## src/rtl/control32_mc.sv

```systemverilog
// Multi-cycle MIPS main control: IF/ID/EX/MEM/IOW/WB sequencer with an I/O wait-state
// handshake, a bounded I/O wait and a parametrised I/O address window.
module control32_mc #(
  parameter int                     ADDR_HIGH_W = 22,
  parameter logic [ADDR_HIGH_W-1:0] IO_HIGH     = 22'h3FFFFF,
  parameter int                     IO_TIMEOUT  = 15,
  parameter int                     TMO_W       = 4
) (
  input  logic                   clock,
  input  logic                   reset,
  input  logic [5:0]             opcode,
  input  logic [5:0]             func,
  input  logic [ADDR_HIGH_W-1:0] alu_result_high,
  input  logic                   zero,
  input  logic                   io_ready,
  output logic                   ir_write,
  output logic                   pc_inc,
  output logic                   pc_load,
  output logic                   jmp,
  output logic                   jal,
  output logic                   jr,
  output logic                   branch,
  output logic                   nbranch,
  output logic                   reg_write,
  output logic                   reg_dst,
  output logic                   alu_src,
  output logic                   i_format,
  output logic                   sftmd,
  output logic [1:0]             alu_op,
  output logic                   mem_read,
  output logic                   mem_write,
  output logic                   io_read,
  output logic                   io_write,
  output logic                   memorio_to_reg,
  output logic                   io_timeout,
  output logic [2:0]             state
);

  typedef enum logic [2:0] {
    S_IF  = 3'd0,
    S_ID  = 3'd1,
    S_EX  = 3'd2,
    S_MEM = 3'd3,
    S_WB  = 3'd4,
    S_IOW = 3'd5
  } state_t;

  state_t           cur;
  logic [TMO_W-1:0] count;

  logic is_r, is_jr, is_i, is_lw, is_sw, is_beq, is_bne, is_j, is_jal;
  logic is_sft, known, is_io, tmo_hit, levels_on;

  always_comb begin
    is_r    = (opcode == 6'b000000);
    is_jr   = is_r && (func == 6'b001000);
    is_i    = (opcode[5:3] == 3'b001);
    is_lw   = (opcode == 6'b100011);
    is_sw   = (opcode == 6'b101011);
    is_beq  = (opcode == 6'b000100);
    is_bne  = (opcode == 6'b000101);
    is_j    = (opcode == 6'b000010);
    is_jal  = (opcode == 6'b000011);
    is_sft  = is_r && (func inside {6'b000000, 6'b000010, 6'b000011,
                                    6'b000100, 6'b000110, 6'b000111});
    known   = is_r | is_i | is_lw | is_sw | is_beq | is_bne | is_j | is_jal;
    is_io   = (alu_result_high == IO_HIGH);
    tmo_hit = (count == TMO_W'(IO_TIMEOUT));
  end

  // Sequencer; the IOW counter holds the number of the current wait cycle (1-based).
  always_ff @(posedge clock) begin
    if (reset) begin
      cur   <= S_IF;
      count <= '0;
    end else begin
      case (cur)
        S_IF: cur <= S_ID;
        S_ID: begin
          if (is_j || is_jal || is_jr || !known) cur <= S_IF;
          else                                   cur <= S_EX;
        end
        S_EX: begin
          if (is_lw || is_sw)     cur <= S_MEM;
          else if (is_r || is_i)  cur <= S_WB;
          else                    cur <= S_IF;
        end
        S_MEM: begin
          if (is_io && !io_ready) begin
            cur   <= S_IOW;
            count <= TMO_W'(1);
          end else if (is_lw) begin
            cur <= S_WB;
          end else begin
            cur <= S_IF;
          end
        end
        S_IOW: begin
          if (io_ready || tmo_hit) begin
            count <= '0;
            cur   <= is_lw ? S_WB : S_IF;
          end else begin
            count <= count + TMO_W'(1);
          end
        end
        S_WB: cur <= S_IF;
        default: begin
          cur   <= S_IF;
          count <= '0;
        end
      endcase
    end
  end

  // Outputs follow the current state and the live inputs of that cycle (zero in EX,
  // io_ready in MEM/IOW), so they are decoded here rather than registered.
  always_comb begin
    ir_write       = 1'b0;
    pc_inc         = 1'b0;
    pc_load        = 1'b0;
    jmp            = 1'b0;
    jal            = 1'b0;
    jr             = 1'b0;
    branch         = 1'b0;
    nbranch        = 1'b0;
    reg_write      = 1'b0;
    reg_dst        = 1'b0;
    alu_src        = 1'b0;
    i_format       = 1'b0;
    sftmd          = 1'b0;
    alu_op         = 2'b00;
    mem_read       = 1'b0;
    mem_write      = 1'b0;
    io_read        = 1'b0;
    io_write       = 1'b0;
    memorio_to_reg = 1'b0;
    io_timeout     = 1'b0;
    state          = 3'd0;
    levels_on      = 1'b0;

    if (!reset) begin
      state     = cur;
      levels_on = (cur == S_EX) || (cur == S_MEM) || (cur == S_IOW) || (cur == S_WB);
      if (levels_on) begin
        reg_dst  = is_r;
        alu_src  = is_i | is_lw | is_sw;
        i_format = is_i;
        sftmd    = is_sft;
        alu_op   = {is_r | is_i, is_beq | is_bne};
      end

      case (cur)
        S_IF: begin
          ir_write = 1'b1;
          pc_inc   = 1'b1;
        end
        S_ID: begin
          if (is_j) begin
            jmp     = 1'b1;
            pc_load = 1'b1;
          end else if (is_jal) begin
            jal       = 1'b1;
            pc_load   = 1'b1;
            reg_write = 1'b1;
          end else if (is_jr) begin
            jr      = 1'b1;
            pc_load = 1'b1;
          end
        end
        S_EX: begin
          if (is_beq) begin
            branch  = 1'b1;
            pc_load = zero;
          end else if (is_bne) begin
            nbranch = 1'b1;
            pc_load = ~zero;
          end
        end
        S_MEM: begin
          if (is_io) begin
            io_read  = is_lw;
            io_write = is_sw;
          end else begin
            mem_read  = is_lw;
            mem_write = is_sw;
          end
        end
        S_IOW: begin
          io_read    = is_lw;
          io_write   = is_sw;
          io_timeout = tmo_hit && !io_ready;
        end
        S_WB: begin
          reg_write      = 1'b1;
          memorio_to_reg = is_lw;
        end
        default: ;
      endcase
    end
  end

endmodule
```

## config.mk

```make
export PLATFORM = sky130hd
export DESIGN_NAME = control32_mc
export DESIGN_NICKNAME = d
export VERILOG_FILES = /design/src/rtl/control32_mc.sv
export SDC_FILE = /design/constraint.sdc
export NUM_CORES = 1
export LEC_CHECK = 0
export BUFFER_PORTS_ARGS = -buffer_cell sky130_fd_sc_hd__buf_2
export CAP_MARGIN = 20
export CORE_MARGIN = 4
export CORE_UTILIZATION = 25
export CTS_CLUSTER_DIAMETER = 40
export DETAILED_ROUTE_END_ITERATION = 10
export GPL_TIMING_DRIVEN = 0
export MAX_ROUTING_LAYER = met4
export PLACE_DENSITY = 0.61
export SLEW_MARGIN = 10
export SYNTH_ARGS = -nofsm -noshare
export SYNTH_HDL_FRONTEND = slang
export SYNTH_SLANG_ARGS = --single-unit
```

## constraint.sdc

```tcl
create_clock -name clock -period 4.42 [get_ports clock]
set_clock_uncertainty 0.05 [all_clocks]
set_input_delay 0.442 -clock clock [delete_from_list [all_inputs] [get_ports clock]]
set_output_delay 0.442 -clock clock [all_outputs]
set_load 0.01 [all_outputs]
```

==> results.yml <==
detailed_routing:
  wl_met3_um: 289
  ant_nets: 0
  num_vias: 1209
  met2WireLength_um: 1220
  drt_iter0_drc: 32
  drc: 0
  drt_wl_total_um: 2900
  routedWlPerCell_um: 11.7
  top_layer_used: "met3"
  via_per_inst: 4.88
  first_pass_iters: 4
  drt-met1-wl_um: 1390
yosys:
  synth_nets: 176
  ys_types: 46
  synth_edf_count: 0
  seq_area_frac_synth_pct: 14.8
  ys_top_cells_by_area: "dfxtp_1 (15%), nor2_1 (7.1%), nor4_2 (5.3%)"
  synthTopCellsByCount: "nor2_1 (18), nand2_1 (11), inv_1 (9), nand3_1 (9), nor3_1 (8)"
  syn_area_per_cell_um2: 6.96
  synthesis.area_um2: 947
  synth_top_area_cell: "dfxtp_1"
  async_flop_share_pct: 0
  yosysWarnings: 0
  synthFlopType: "dfxtp_1"
  synth.top_cell.area_share_pct: 14.8
  ys_ff_latch: 7
  yosysMostFrequentCell: "nor2_1"
  netlist_instances: 136
clock_network:
  clock_path_buffers: 2
  root_buffer: "clkbuf_8"
  cts-buffers-inserted: 3
  postCtsHoldBufs: 0
  htreeDepth: 1
  cts_tree: "built"
  path_clk_slew_ns: 0.04
  post-cts-setup-buffer-count: 0
  clk_latency_ns: 0.23
  numClockSinks: 7
  cts_resized: 0
cells_and_area:
  drive_above_1_share_pct: 40.5
  syn_to_final_growth_pct: 42.8
  n_antenna_cell: 0
  nets: 241
  fin_util_pct: 36.9
sta:
  finalCriticalPeriod_ns: 2.26
  tightest_slew_ns: 0.435
  slew_headroom_pct: 71.0
  timing.fmax_mhz: 442
  finalHoldViolCount: 0
  rsz0062_at_grt: "no"
  setup_viol: 0
  setup_tns_ns: 0
  slew_viol_final: 0
  fin_crit_sh_pct: 51.2
worst_setup_path:
  arrival_ns: 1.77
  path_class: "reg -> out"
  rr_startpoint: "cur[2]$_SDFFE_PP0P_"
  cp-end-kind: "primary output"
  path_max_fanout: 7
  required_ns: 3.93
  crit_path_start_kind: "register"
  startpoint: "cur[2]$_SDFFE_PP0P_"
placement:
  hpwl_um: 2440
  place.gp.congestion: 0.772
  io_buffers: 60
floorplanning:
  start_util_pct: 25.9
  die_area_mm2: 0.00484
  core.rowCount: 22
  io_pins: 62
  core_area_mm2: 0.00366
  die_w_um: 69.6
  die_h_um: 69.6
grt:
  grt_pass1_vias: 1108
  track_usage_pct: 11.7
  grt_overflow_total: 0
  antenna_found_initial: 0
  grt_max_degree: 11
  grt_first_pass_wirelength_um: 4740
run:
  cap_violations: 0
worst_hold_path:
  min_from: "count[3]$_SDFFE_PP0P_"
  hold_class: "reg -> reg"
power:
  pwr_density_cell_mw_per_mm2: 156
  ir_drop_mv: 0.157
  p_leak_nw: 0.655
status:
  status: "complete, no violations"
## worst max-delay path, stage by stage, from the launching register on
cell and delay, ns:
dfxtp_1 0.44, inv_1 0.14, ha_1 0.29, nand2b_1 0.11, nand3b_1 0.22, nor3_1 0.18, buf_2 0.16
## stage by stage
stage | std cells | area [µm²] | power, W | setup slack, ns | hold WS (ns)
2_1_floorplan | 136 | 947 | 0.0000938 | 2.44 | 0.437
3_3_place_gp | 244 | 1310 | 0.000121 | 2.18 | 0.466
3_5_place_dp | 244 | 1310 | 0.000121 | 2.19 | 0.463
4_1_cts | 248 | 1350 | 0.000215 | 2.17 | 0.470
5_1_grt | 248 | 1350 | 0.000225 | 2.02 | 0.492
6_report | 248 | 1350 | 0.000211 | 2.16 | 0.467
## layout make-up
cell class                 count  area [µm²]
buffer                         5        37.5
clock buffer                   4        45.0
fill                         405        2310
inverter                      11        41.3
multi-input combinational    113         728
sequential                     7         140
tap                           48        60.1
timing repair buffer          60         300
## cell usage in the layout (no fill, tap or decap), types with 3 or more instances in the layout
cell	count
buf_2	60
nor2_1	18
nand2_1	11
inv_1	9
nand3_1	9
nor3_1	8
dfxtp_1	7
nand4_1	6
nand2b_1	5
a21oi_1	5
nor4_2	4
or3_1	4
o21ai_0	4
buf_4	3
nor4_1	3
clkbuf_8	3
## power breakdown
part | switching (W) | internal [W] | total (W)
registers | 0.000000466 | 0.0000645 | 0.0000649
logic | 0.0000288 | 0.0000262 | 0.0000550
clock network | 0.0000282 | 0.0000625 | 0.0000907
## worst paths after layout
check        slack, ns  cells past startpoint               endpoint
min reg2reg       0.47                      2  count[3]$_SDFFE_PP0P_
max reg2reg       2.73                      6  count[3]$_SDFFE_PP0P_
max               2.16                      6                  sftmd
min               0.47                      2  count[3]$_SDFFE_PP0P_
## per-layer routing
metal	track usage, %	vias up
met4	1.30	0
li1	-	627
met3	3.19	0
met1	15.7	532
met5	-	-
met2	18.3	50
## state kept, by name (all words and copies together) (netlist names)
signal / flops
cur: 3
count: 4
## logic make-up (layout without fill, tap and decap cells)
logic type,after synthesis,in the layout,share of synthesized area (%)
fa+ha+maj,2,2,2.64
flops,7,7,14.8
buf+inv,16,80,8.32
compound gates,24,24,17.8
simple gates,86,86,55.5
xor+xnor,1,1,0.925
Note: power is estimated with default switching activity, not from simulation.
